**src/rtl/cpu_clk_pkg.sv**
```systemverilog
// Shared types for the CPU clock controller: controller states, the cycle
// counter width and the state-transition rule.
package cpu_clk_pkg;

    typedef enum logic [1:0] {
        RUN    = 2'd0,
        STEP   = 2'd1,
        HALTED = 2'd2
    } clk_state_e;

    localparam int CYCLE_COUNT_W = 16;

    // HALTED is sticky; only reset leaves it, and halt beats any mode change.
    function automatic clk_state_e next_state(input clk_state_e cur,
                                              input logic       mode_sel,
                                              input logic       halt);
        clk_state_e nxt;
        nxt = cur;
        if (cur != HALTED) begin
            if (halt) begin
                nxt = HALTED;
            end else if (mode_sel) begin
                nxt = STEP;
            end else begin
                nxt = RUN;
            end
        end
        return nxt;
    endfunction

endpackage

```
**src/rtl/btn_debounce.sv**
```systemverilog
// Pushbutton front end: 2-flop synchronizer, level debouncer and a one-cycle
// press pulse on each accepted 0->1 transition.
module btn_debounce #(
    parameter int DEBOUNCE_CYCLES = 120000
) (
    input  logic fastClk,
    input  logic rst_n,
    input  logic btnRaw,
    output logic btnStable,
    output logic btnPress
);

    localparam int CNT_W = (DEBOUNCE_CYCLES > 1) ? $clog2(DEBOUNCE_CYCLES + 1) : 1;
    localparam logic [CNT_W-1:0] CNT_LAST = CNT_W'(DEBOUNCE_CYCLES - 1);

    logic             sync1_q, sync1_d;
    logic             sync2_q, sync2_d;
    logic             stable_q, stable_d;
    logic             stable_prev_q, stable_prev_d;
    logic [CNT_W-1:0] cnt_q, cnt_d;

    always_comb begin
        sync1_d       = btnRaw;
        sync2_d       = sync1_q;
        stable_prev_d = stable_q;
        stable_d      = stable_q;
        cnt_d         = '0;
        // A single cycle of agreement restarts the qualification window.
        if (sync2_q != stable_q) begin
            if (cnt_q == CNT_LAST) begin
                stable_d = sync2_q;
                cnt_d    = '0;
            end else begin
                cnt_d = cnt_q + CNT_W'(1);
            end
        end
    end

    always_ff @(posedge fastClk) begin
        if (!rst_n) begin
            sync1_q       <= 1'b0;
            sync2_q       <= 1'b0;
            stable_q      <= 1'b0;
            stable_prev_q <= 1'b0;
            cnt_q         <= '0;
        end else begin
            sync1_q       <= sync1_d;
            sync2_q       <= sync2_d;
            stable_q      <= stable_d;
            stable_prev_q <= stable_prev_d;
            cnt_q         <= cnt_d;
        end
    end

    assign btnStable = stable_q;
    assign btnPress  = stable_q & ~stable_prev_q;

endmodule

```
**src/rtl/clock_control.sv**
```systemverilog
// CPU clock controller: auto/manual clock-enable generation with sticky halt.
// Define CLKCTRL_CYCLE_COUNT_EN to build the issued-pulse counter on cycleCount.
module clock_control
    import cpu_clk_pkg::*;
#(
    parameter int DEBOUNCE_CYCLES = 120000
) (
    input  logic                     fastClk,
    input  logic                     rst_n,
    input  logic                     tickIn,
    input  logic                     modeSel,
    input  logic                     stepBtn,
    input  logic                     halt,
    output logic                     clkEn,
    output logic                     cpuClk,
    output logic                     halted,
    output logic [CYCLE_COUNT_W-1:0] cycleCount
);

    logic       btn_stable;
    logic       btn_press;
    logic       tick_rise;
    clk_state_e state_q, state_d;
    logic       tick_prev_q, tick_prev_d;
    logic       clk_en_q, clk_en_d;
    logic       cpu_clk_q, cpu_clk_d;
    logic       halted_q, halted_d;

    btn_debounce #(
        .DEBOUNCE_CYCLES(DEBOUNCE_CYCLES)
    ) u_btn_debounce (
        .fastClk  (fastClk),
        .rst_n    (rst_n),
        .btnRaw   (stepBtn),
        .btnStable(btn_stable),
        .btnPress (btn_press)
    );

    assign tick_rise = tickIn & ~tick_prev_q;

    always_comb begin
        tick_prev_d = tickIn;
        state_d     = next_state(state_q, modeSel, halt);
        // Events are qualified by the state held this cycle, so a pulse that
        // coincides with a mode change follows the old mode.
        clk_en_d = 1'b0;
        if (!halt) begin
            case (state_q)
                RUN:     clk_en_d = tick_rise;
                STEP:    clk_en_d = btn_press;
                default: clk_en_d = 1'b0;
            endcase
        end
        // The LED follows the state being entered so it drops with the halt.
        case (state_d)
            RUN:     cpu_clk_d = tickIn;
            STEP:    cpu_clk_d = btn_stable;
            default: cpu_clk_d = 1'b0;
        endcase
        halted_d = (state_d == HALTED);
    end

    always_ff @(posedge fastClk) begin
        if (!rst_n) begin
            state_q     <= RUN;
            tick_prev_q <= 1'b0;
            clk_en_q    <= 1'b0;
            cpu_clk_q   <= 1'b0;
            halted_q    <= 1'b0;
        end else begin
            state_q     <= state_d;
            tick_prev_q <= tick_prev_d;
            clk_en_q    <= clk_en_d;
            cpu_clk_q   <= cpu_clk_d;
            halted_q    <= halted_d;
        end
    end

    assign clkEn  = clk_en_q;
    assign cpuClk = cpu_clk_q;
    assign halted = halted_q;

`ifdef CLKCTRL_CYCLE_COUNT_EN
    logic [CYCLE_COUNT_W-1:0] count_q, count_d;

    // Counts in step with clkEn so the value already includes the pulse shown.
    always_comb begin
        count_d = count_q;
        if (clk_en_d) begin
            count_d = count_q + CYCLE_COUNT_W'(1);
        end
    end

    always_ff @(posedge fastClk) begin
        if (!rst_n) begin
            count_q <= '0;
        end else begin
            count_q <= count_d;
        end
    end

    assign cycleCount = count_q;
`else
    assign cycleCount = '0;
`endif

endmodule

```
**config.mk**
```make
export PLATFORM = sky130hd
export DESIGN_NAME = clock_control
export DESIGN_NICKNAME = d
export VERILOG_FILES = /design/src/rtl/cpu_clk_pkg.sv /design/src/rtl/btn_debounce.sv /design/src/rtl/clock_control.sv
export SDC_FILE = /design/constraint.sdc
export NUM_CORES = 1
export LEC_CHECK = 0
export ABC_AREA = 0
export CAP_MARGIN = 20
export CORE_MARGIN = 4
export CORE_UTILIZATION = 54
export CTS_CLUSTER_DIAMETER = 50
export DETAILED_ROUTE_END_ITERATION = 16
export PLACE_DENSITY = 0.95
export RECOVER_POWER = 100
export SLEW_MARGIN = 20
export SYNTH_ARGS = -nofsm -noshare
export SYNTH_HDL_FRONTEND = slang
export SYNTH_SLANG_ARGS = --single-unit
```
**constraint.sdc**
```tcl
create_clock -name fastClk -period 2.8 [get_ports fastClk]
set_input_delay 0.42 -clock fastClk [delete_from_list [all_inputs] [get_ports fastClk]]
set_output_delay 0.42 -clock fastClk [all_outputs]
set_load 0.01 [all_outputs]
```
**After elaboration in Yosys (flattened, before gate mapping)**

Index checks and enable logic that the tools add are counted.

- Register bits: 27
- Bits of input ports: 6
- Output and inout bits: 19
- Word-level logic and storage cells: 33

- Add/subtract/negate cells: 1
- Eq/ne operators: 6
- Multiplexer cells: 5
- Bitwise logic cells: 6
- Reductions and logical operators: 5

Operators with widths:

| cell | number |
|---|---|
| $add A17 B1 Y17 const B | 1 |
| $eq A17 B17 Y1 const B | 1 |
| $eq A2 B1 Y1 const B | 2 |
| $logic_not A2 Y1 | 2 |
| $mux W2 | 2 |
| $not A1 Y1 | 4 |
| $pmux W1 S2 | 2 |
| $reduce_or A3 Y1 | 1 |
| $and A1 B1 Y1 | 2 |
| $eq A2 B2 Y1 const B | 1 |
| $ne A2 B2 Y1 const B | 1 |
| $reduce_and A2 Y1 | 1 |
| $reduce_or A2 Y1 | 1 |
| $mux W1 | 1 |
| $ne A1 B1 Y1 | 1 |

**Logic depth before layout (Yosys ltp)**

Gate-level depths: netlist (run 1).

- Depth in word-level cells: 5
- Depth in mapped cells: 7
- Depth with buffers taken out: 5

**Cells and area by module**

Synthesis (run 1) repeated with hierarchy kept, for this count alone.

- Cells, all modules: 135
- Area, all modules: 1242.4 µm²

By module, submodules not included:

| module | instances | cells each | area each (µm²) | sequential area each (µm²) |
|---|---|---|---|---|
| btn_debounce | 1 | 101 | 914.6 | 420.4 |
| clock_control | 1 | 34 | 327.8 | 120.1 |

**Least setup slack after synthesis (run 1)**

No wires, ideal clock.

- Kind: register to register
- From: register u_btn_debounce.cnt_q[0]
- To: register u_btn_debounce.cnt_q[16]
- Library setup time: 0.115 ns
- Data arrival time: 1.275 ns
- Data required time: 2.685 ns
- Path slack: 1.410 ns
- Stages on the path, launching flop included: 8
- Path buffers: 2
- Period minus slack after synthesis: 1.390 ns
- Cell sequence: dfxtp_1 -> ha_1 -> nand2_1 -> nor2_2 -> a31o_1 -> buf_4 -> buf_6 -> nor2_1

- Cells in the longest elaborated chain, start to end: 2
- Elaborated cells on any way between the ends: 3
- Those cells by class: add/sub (1); eq/ne (1); reduce/logical (1)

RTL lines:

| element | RTL line | text |
|---|---|---|
| from (decl) | btn_debounce.sv:20 | `logic [CNT_W-1:0] cnt_q, cnt_d;` |
| from (signal assigned) | btn_debounce.sv:51 | `cnt_q <= cnt_d;` |
| branches (longest 2 deep; another with $add A17 B1 Y17) | -- |  |

Parallel ways; which one is timed is not known.
A chain may end at the register's enable or synchronous reset.

**Worst setup path after layout (run 1)**

- From: register u_btn_debounce.cnt_q[0]
- To: register u_btn_debounce.cnt_q[10]

The elaborated chain is that of the path after synthesis.

==> results of run 1 <==
## area by class of cell
cell class | instances | area (um^2)
inverters | 7 | 26.3
flip-flops and latches | 27 | 541
well taps | 28 | 35.0
clock inverters | 1 | 7.51
repair buffers | 8 | 80.1
clock buffers | 3 | 22.5
fillers | 186 | 903
multi-input cells | 100 | 597
## state kept, by name (all words and copies together) (netlist names)
register	count
u_btn_debounce.btnStable	1
u_btn_debounce.stable_prev_q	1
u_btn_debounce.sync2_q	1
clkEn	1
u_btn_debounce.sync1_q	1
halted	1
state_q	2
tick_prev_q	1
u_btn_debounce.cnt_q	17
cpuClk	1
## critical path: stages (launching register included)
cell	delay, ns
dfxtp_1	0.43
ha_1	0.25
nand2_1	0.10
nor2_1	0.22
a31o_1	0.56
nor2_1	0.11
## metal layers
metal | up-vias | GRT usage (%) | routed length (um)
met5 | - | 0 | 0
met1 | 408 | 15.6 | 853
met2 | 18 | 22.0 | 992
met4 | 0 | 6.78 | 34
met3 | 4 | 1.62 | 86
li1 | 444 | - | -
## synth_stat cells
cell / count
nand4_2: 2
a32oi_1: 1
inv_1: 7
nand4b_1: 2
and2_1: 3
nor2_2: 3
conb_1: 1
nor2b_1: 1
nand2b_1: 1
nor3_1: 7
nand3_1: 7
a31o_2: 1
ha_1: 1
xnor2_1: 12
xor2_1: 3
buf_4: 17
nor3_2: 1
a21oi_1: 1
nand4_1: 2
a31o_1: 1
nor2_1: 18
nand3_4: 1
o21a_1: 2
buf_6: 1
nor3b_1: 1
clkbuf_1: 1
nor4_1: 4
nand2_1: 7
dfxtp_1: 27
mux2i_1: 2
## power by group through the flow
stage	sequential [W]	combinational (W)	clock (W)
2_1_floorplan	0.000402	0.0000387	0
3_3_place_gp	0.000401	0.0000339	0
3_5_place_dp	0.000401	0.0000351	0
4_1_cts	0.000393	0.0000352	0.000170
5_1_grt	0.000394	0.0000386	0.000182
6_report	0.000392	0.0000347	0.000164
## through the flow
step                      utilization [%]  hold WS (ns)  power [W]  instances
after global placement               57.9         0.405   0.000435        170
after floorplan                         -         0.393   0.000440        153
after detailed placement             57.9         0.418   0.000436        170
after global routing                 59.2         0.449   0.000614        174
final                                59.2         0.433   0.000591        174
after CTS                            59.3         0.437   0.000598        174
## worst paths after layout
path | end | from | cells past startpoint | slack [ns]
max | u_btn_debounce.cnt_q[10]$_SDFF_PP0_ | u_btn_debounce.cnt_q[0]$_SDFF_PP0_ | 5 | 1.01
min | clkEn$_SDFF_PP0_ | state_q[1]$_SDFF_PN0_ | 1 | 0.43
max reg2reg | u_btn_debounce.cnt_q[10]$_SDFF_PP0_ | u_btn_debounce.cnt_q[0]$_SDFF_PP0_ | 5 | 1.01
min reg2reg | clkEn$_SDFF_PP0_ | state_q[1]$_SDFF_PN0_ | 1 | 0.43
## cells by family after synthesis
group	after synthesis	share of synthesized area, %
simple gates	60	26.3
xor+xnor	15	10.5
buf+inv	26	13.5
mux	2	1.60
compound gates	6	3.70
other cells	1	0.299
flops	27	43.2
fa+ha+maj	1	0.999
==> results.toml, run 1 <==
[flow_run]
drv_cap = 0

[finish]
layout_commonest_cell = "dfxtp_1"
postLayoutCellArea_um2 = 1310
drive_above_1_share_pct = 7.53
antenna_cells = 0
area_growth_pct = 4.50
fin_nets = 154
final_cell_mix = "dfxtp_1, nor2_1, conb_1, xnor2_1"

[timing]
finalSetupViolations = 0
worst_pin_slew_ns = 0.579
slew_violations = 0
min_period_ns = 1.79
finalHoldViolations = 0
rsz0062_at_grt = "false"
finalCritPeriodShare_pct = 63.9
max_freq_ghz = 0.559
finClkSkew_ns = 0.00334
setup_slack_ns = 1.01
slew_headroom_pct = 61.4
tns_ns = 0

[place]
io_buffers = 8
gp_congestion = 0.804
hpwl_um = 1580
post_dp_cell_area_um2 = 1280
place_ws_ns = 1.00

[detailed_routing]
vias = 874
wl_um = 1970
drc = 0
first_pass_iters = 4
drt_iter0_drc = 16
antenna_left = 0
wl_per_cell_um = 11.3
via_per_inst = 5.02

[global_route]
grt_pass1_vias = 791
antenna_found_initial = 0
grt_max_degree = 18
grt_overflow_total = 0
grt_pass1_wl_um = 3320
grt_usage_pct = 12.9

[floorplan]
coreArea_um2 = 2210
rows = 17
io_pins = 25
die_area_um2 = 3150
initial_utilization_pct = 56.6
die_w_um = 56.2
die_y_um = 56.2

[worst_setup_path]
cp_max_fo = 17
cp.required_ns = 3.00
cp.arrival_ns = 1.99
critPathCaptureType = "flip-flop"
critPathKind = "flip-flop to flip-flop"
cp-start-kind = "flip-flop"

[power_and_ir_drop]
clockPowerShare_pct = 27.7
seqPwrFrac_pct = 66.4
vdd_drop_max_mv = 0.488
p_leak_nw = 0.449
power_density_nw_per_um2 = 452
p_switching_w = 0.000132
combPwrFrac_pct = 5.9
p_sw_share_pct = 22.4
p_int_w = 0.000458

[clock_tree]
cts_tree = "yes"
clock_latency_ns = 0.32
clock_path_buffers = 2
postCtsHoldBufs = 0
numCtsBuffers = 3
root_buffer = "clkbuf_4"
cts_setup_buffers = 0
path_clk_slew_ns = 0.14
cts_resized = 0
h-tree-depth = 1
cts_sinks = 27

[yosys]
yosysUniqueCellTypes = 30
yosysSeqAreaShare_pct = 43.2
syn_avg_cell_area_um2 = 9.08
synth_top_area_share_pct = 43.2
yosys_warnings = 0
ys_ff_latch = 27
synthesis.area_um2 = 1250
yosys.area.top_type = "dfxtp_1"
synth.area.top_cells = "dfxtp_1, buf_4, xnor2_1"
netlist_instances = 138

[status]
status = "finished, final reports clean"

[min_path]
hold_path.class = "flip-flop to flip-flop"
Power figures use the tool's default switching activity.
==> run 2, diff against run 1 <==
--- a/config.mk
+++ b/config.mk
@@ -8,10 +8,10 @@
 export ABC_AREA = 0
 export CAP_MARGIN = 20
 export CORE_MARGIN = 4
-export CORE_UTILIZATION = 54
+export CORE_UTILIZATION = 45
 export CTS_CLUSTER_DIAMETER = 50
 export DETAILED_ROUTE_END_ITERATION = 16
-export PLACE_DENSITY = 0.95
+export PLACE_DENSITY = 0.86
 export RECOVER_POWER = 100
 export SLEW_MARGIN = 20
 export SYNTH_ARGS = -nofsm -noshare
==> constraint.sdc (replaced) <==
create_clock -name fastClk -period 1.45 [get_ports fastClk]
set_input_delay 0.2175 -clock fastClk [delete_from_list [all_inputs] [get_ports fastClk]]
set_output_delay 0.2175 -clock fastClk [all_outputs]
set_load 0.01 [all_outputs]
==> run 2 against run 1 <==
- design area is 5.4% higher
- fmax up 25%
- clock skew is 0.0021 ns lower
- global-route usage is 0.33 points higher
- critical path depth unchanged
- die area increased by 17%
- critical endpoint is now u_btn_debounce.cnt_q[16]$_SDFF_PP0_
- first-iteration DRC count up 75%
- sequential power rose by 93%
- combinational power up 110%
- routed wire length rose by 20%
==> results.toml, run 2 (synthesis results as in run 1) <==
[status]
status = "finished, final reports clean"

[detailed_routing]
antenna_left = 0
via_per_inst = 5.10
routedLengthMet1_um = 926
vias = 929
route.met3.wl_um = 130
first_pass_iters = 5
drt_iter0_drc = 28
dr_wl_met2_um = 1250
top_layer = "met4"
wl_per_cell_um = 12.9
wl_um = 2360
drc = 0

[timing]
finalHoldViolations = 0
finalCritPeriodShare_pct = 98.9
rsz0062_at_grt = "true"
finClkSkew_ns = 0.00128
min_period_ns = 1.43
max_freq_ghz = 0.697
finalSetupViolations = 0
slew_violations = 0
tns_ns = 0

[clock_tree]
cts_sinks = 27
cts_tree = "yes"
cts_setup_buffers = 0
h-tree-depth = 1
numCtsBuffers = 3
root_buffer = "clkbuf_4"
clock_path_buffers = 2
postCtsHoldBufs = 0
clock_latency_ns = 0.32
path_clk_slew_ns = 0.13

[worst_setup_path]
critPathMaxStageDelay_ns = 0.40
cp_max_fo = 4
path_cells = "ha_4 > nand4_1 > nor4_2 > xnor2_1 > nor2_1"
cp_slowest_cell = "dfxtp_4"
cp.required_ns = 1.69
critPathKind = "flip-flop to flip-flop"
cp-start-kind = "flip-flop"
critPathCaptureType = "flip-flop"
cp.arrival_ns = 1.67

[floorplan]
initial_utilization_pct = 48.8
coreArea_um2 = 2570
rows = 18
die_area_um2 = 3690
io_pins = 25
die_y_um = 60.8
die_w_um = 60.8

[finish]
largest_reg_flops = 17
area_growth_pct = 10.1
layout_commonest_cell = "dfxtp_1"
top_register = "u_btn_debounce.cnt_q"
top_regs = "u_btn_debounce.cnt_q (17), state_q (2)"
postLayoutCellArea_um2 = 1380
drive_above_1_share_pct = 12.5
antenna_cells = 0
fin_nets = 160
final_cell_mix = "dfxtp_1, nor2_1, conb_1, xnor2_1"
num-fill-cells = 236

[flow_run]
drv_cap = 0

[global_route]
grt_pass1_vias = 831
antenna_found_initial = 0
grt_usage_pct = 13.2
grt_pass1_wl_um = 3620
grt_overflow_total = 0
grt_max_degree = 15

[power_and_ir_drop]
vdd_drop_max_mv = 0.844
finalPower_w = 0.00115
power_density_nw_per_um2 = 832
p_leak_nw = 0.465

[place]
io_buffers = 8
gp_congestion = 0.895
hpwl_um = 1640
post_dp_cell_area_um2 = 1330

[min_path]
hold_path.class = "flip-flop to flip-flop"
==> run 2: worst paths after layout <==
check	depth (start not counted)	startpoint	endpoint	slack [ns]
max	5	u_btn_debounce.cnt_q[0]$_SDFF_PP0_	u_btn_debounce.cnt_q[16]$_SDFF_PP0_	0.02
min	1	state_q[1]$_SDFF_PN0_	clkEn$_SDFF_PP0_	0.44
max reg2reg	5	u_btn_debounce.cnt_q[0]$_SDFF_PP0_	u_btn_debounce.cnt_q[16]$_SDFF_PP0_	0.02
min reg2reg	1	state_q[1]$_SDFF_PN0_	clkEn$_SDFF_PP0_	0.44
==> run 2: worst max-delay path, delay by kind of cell (launching register included) <==
kind / cells / cell delay [ns]
AND/OR/NAND/NOR: 3 / 0.64
flip-flops: 1 / 0.40
XOR/XNOR: 1 / 0.16
adder cells (fa/ha/maj): 1 / 0.14
==> run 2: power breakdown <==
group | leakage (nW) | internal, W | switching (W)
Clock | 0.0150 | 0.000108 | 0.000212
Combinational | 0.229 | 0.0000301 | 0.0000417
Sequential | 0.221 | 0.000750 | 0.00000511
Total | 0.465 | 0.000888 | 0.000259
==> run 2: per-stage QoR <==
| stage | utilization [%] | hold slack [ns] | setup slack, ns | instances |
|---|---|---|---|---|
| finish | 53.7 | 0.438 | 0.0162 | 182 |
| global route | 53.7 | 0.448 | -0.0766 | 182 |
| CTS | 52.8 | 0.447 | 0.0208 | 182 |
| detailed placement | 51.8 | 0.420 | 0.0858 | 178 |
| global placement | 51.8 | 0.407 | 0.166 | 178 |
| floorplan | - | 0.339 | 0.0599 | 153 |
==> run 2: routing by layer <==
metal  GRT usage, %  vias up
met3           4.04        7
met5              0        -
met4           5.88        0
li1               -      452
met2           22.3       30
met1           15.4      440
==> run 2: cell type report <==
| type | count | area (um^2) | area share, % |
|---|---|---|---|
| multi-input combinational | 100 | 619 | 44.9 |
| clock buffer | 4 | 26.3 | 1.91 |
| tap | 30 | 37.5 | 2.72 |
| inverter | 7 | 26.3 | 1.91 |
| timing repair buffer | 14 | 121 | 8.80 |
| sequential | 27 | 548 | 39.7 |
==> run 2: repair_timing <==
action,4_1_cts,5_1_grt
endpoints found under the hold margin,0,0
resized for setup,0,11
setup endpoints to repair,0,5
==> run 3, diff against run 2 <==
--- a/config.mk
+++ b/config.mk
@@ -11,6 +11,7 @@
 export CORE_UTILIZATION = 45
 export CTS_CLUSTER_DIAMETER = 50
 export DETAILED_ROUTE_END_ITERATION = 16
+export GPL_ROUTABILITY_DRIVEN = 0
 export PLACE_DENSITY = 0.86
 export RECOVER_POWER = 100
 export SLEW_MARGIN = 20
==> results of run 3 <==
The final DEF is identical to that of run 2; final timing and power are the same.
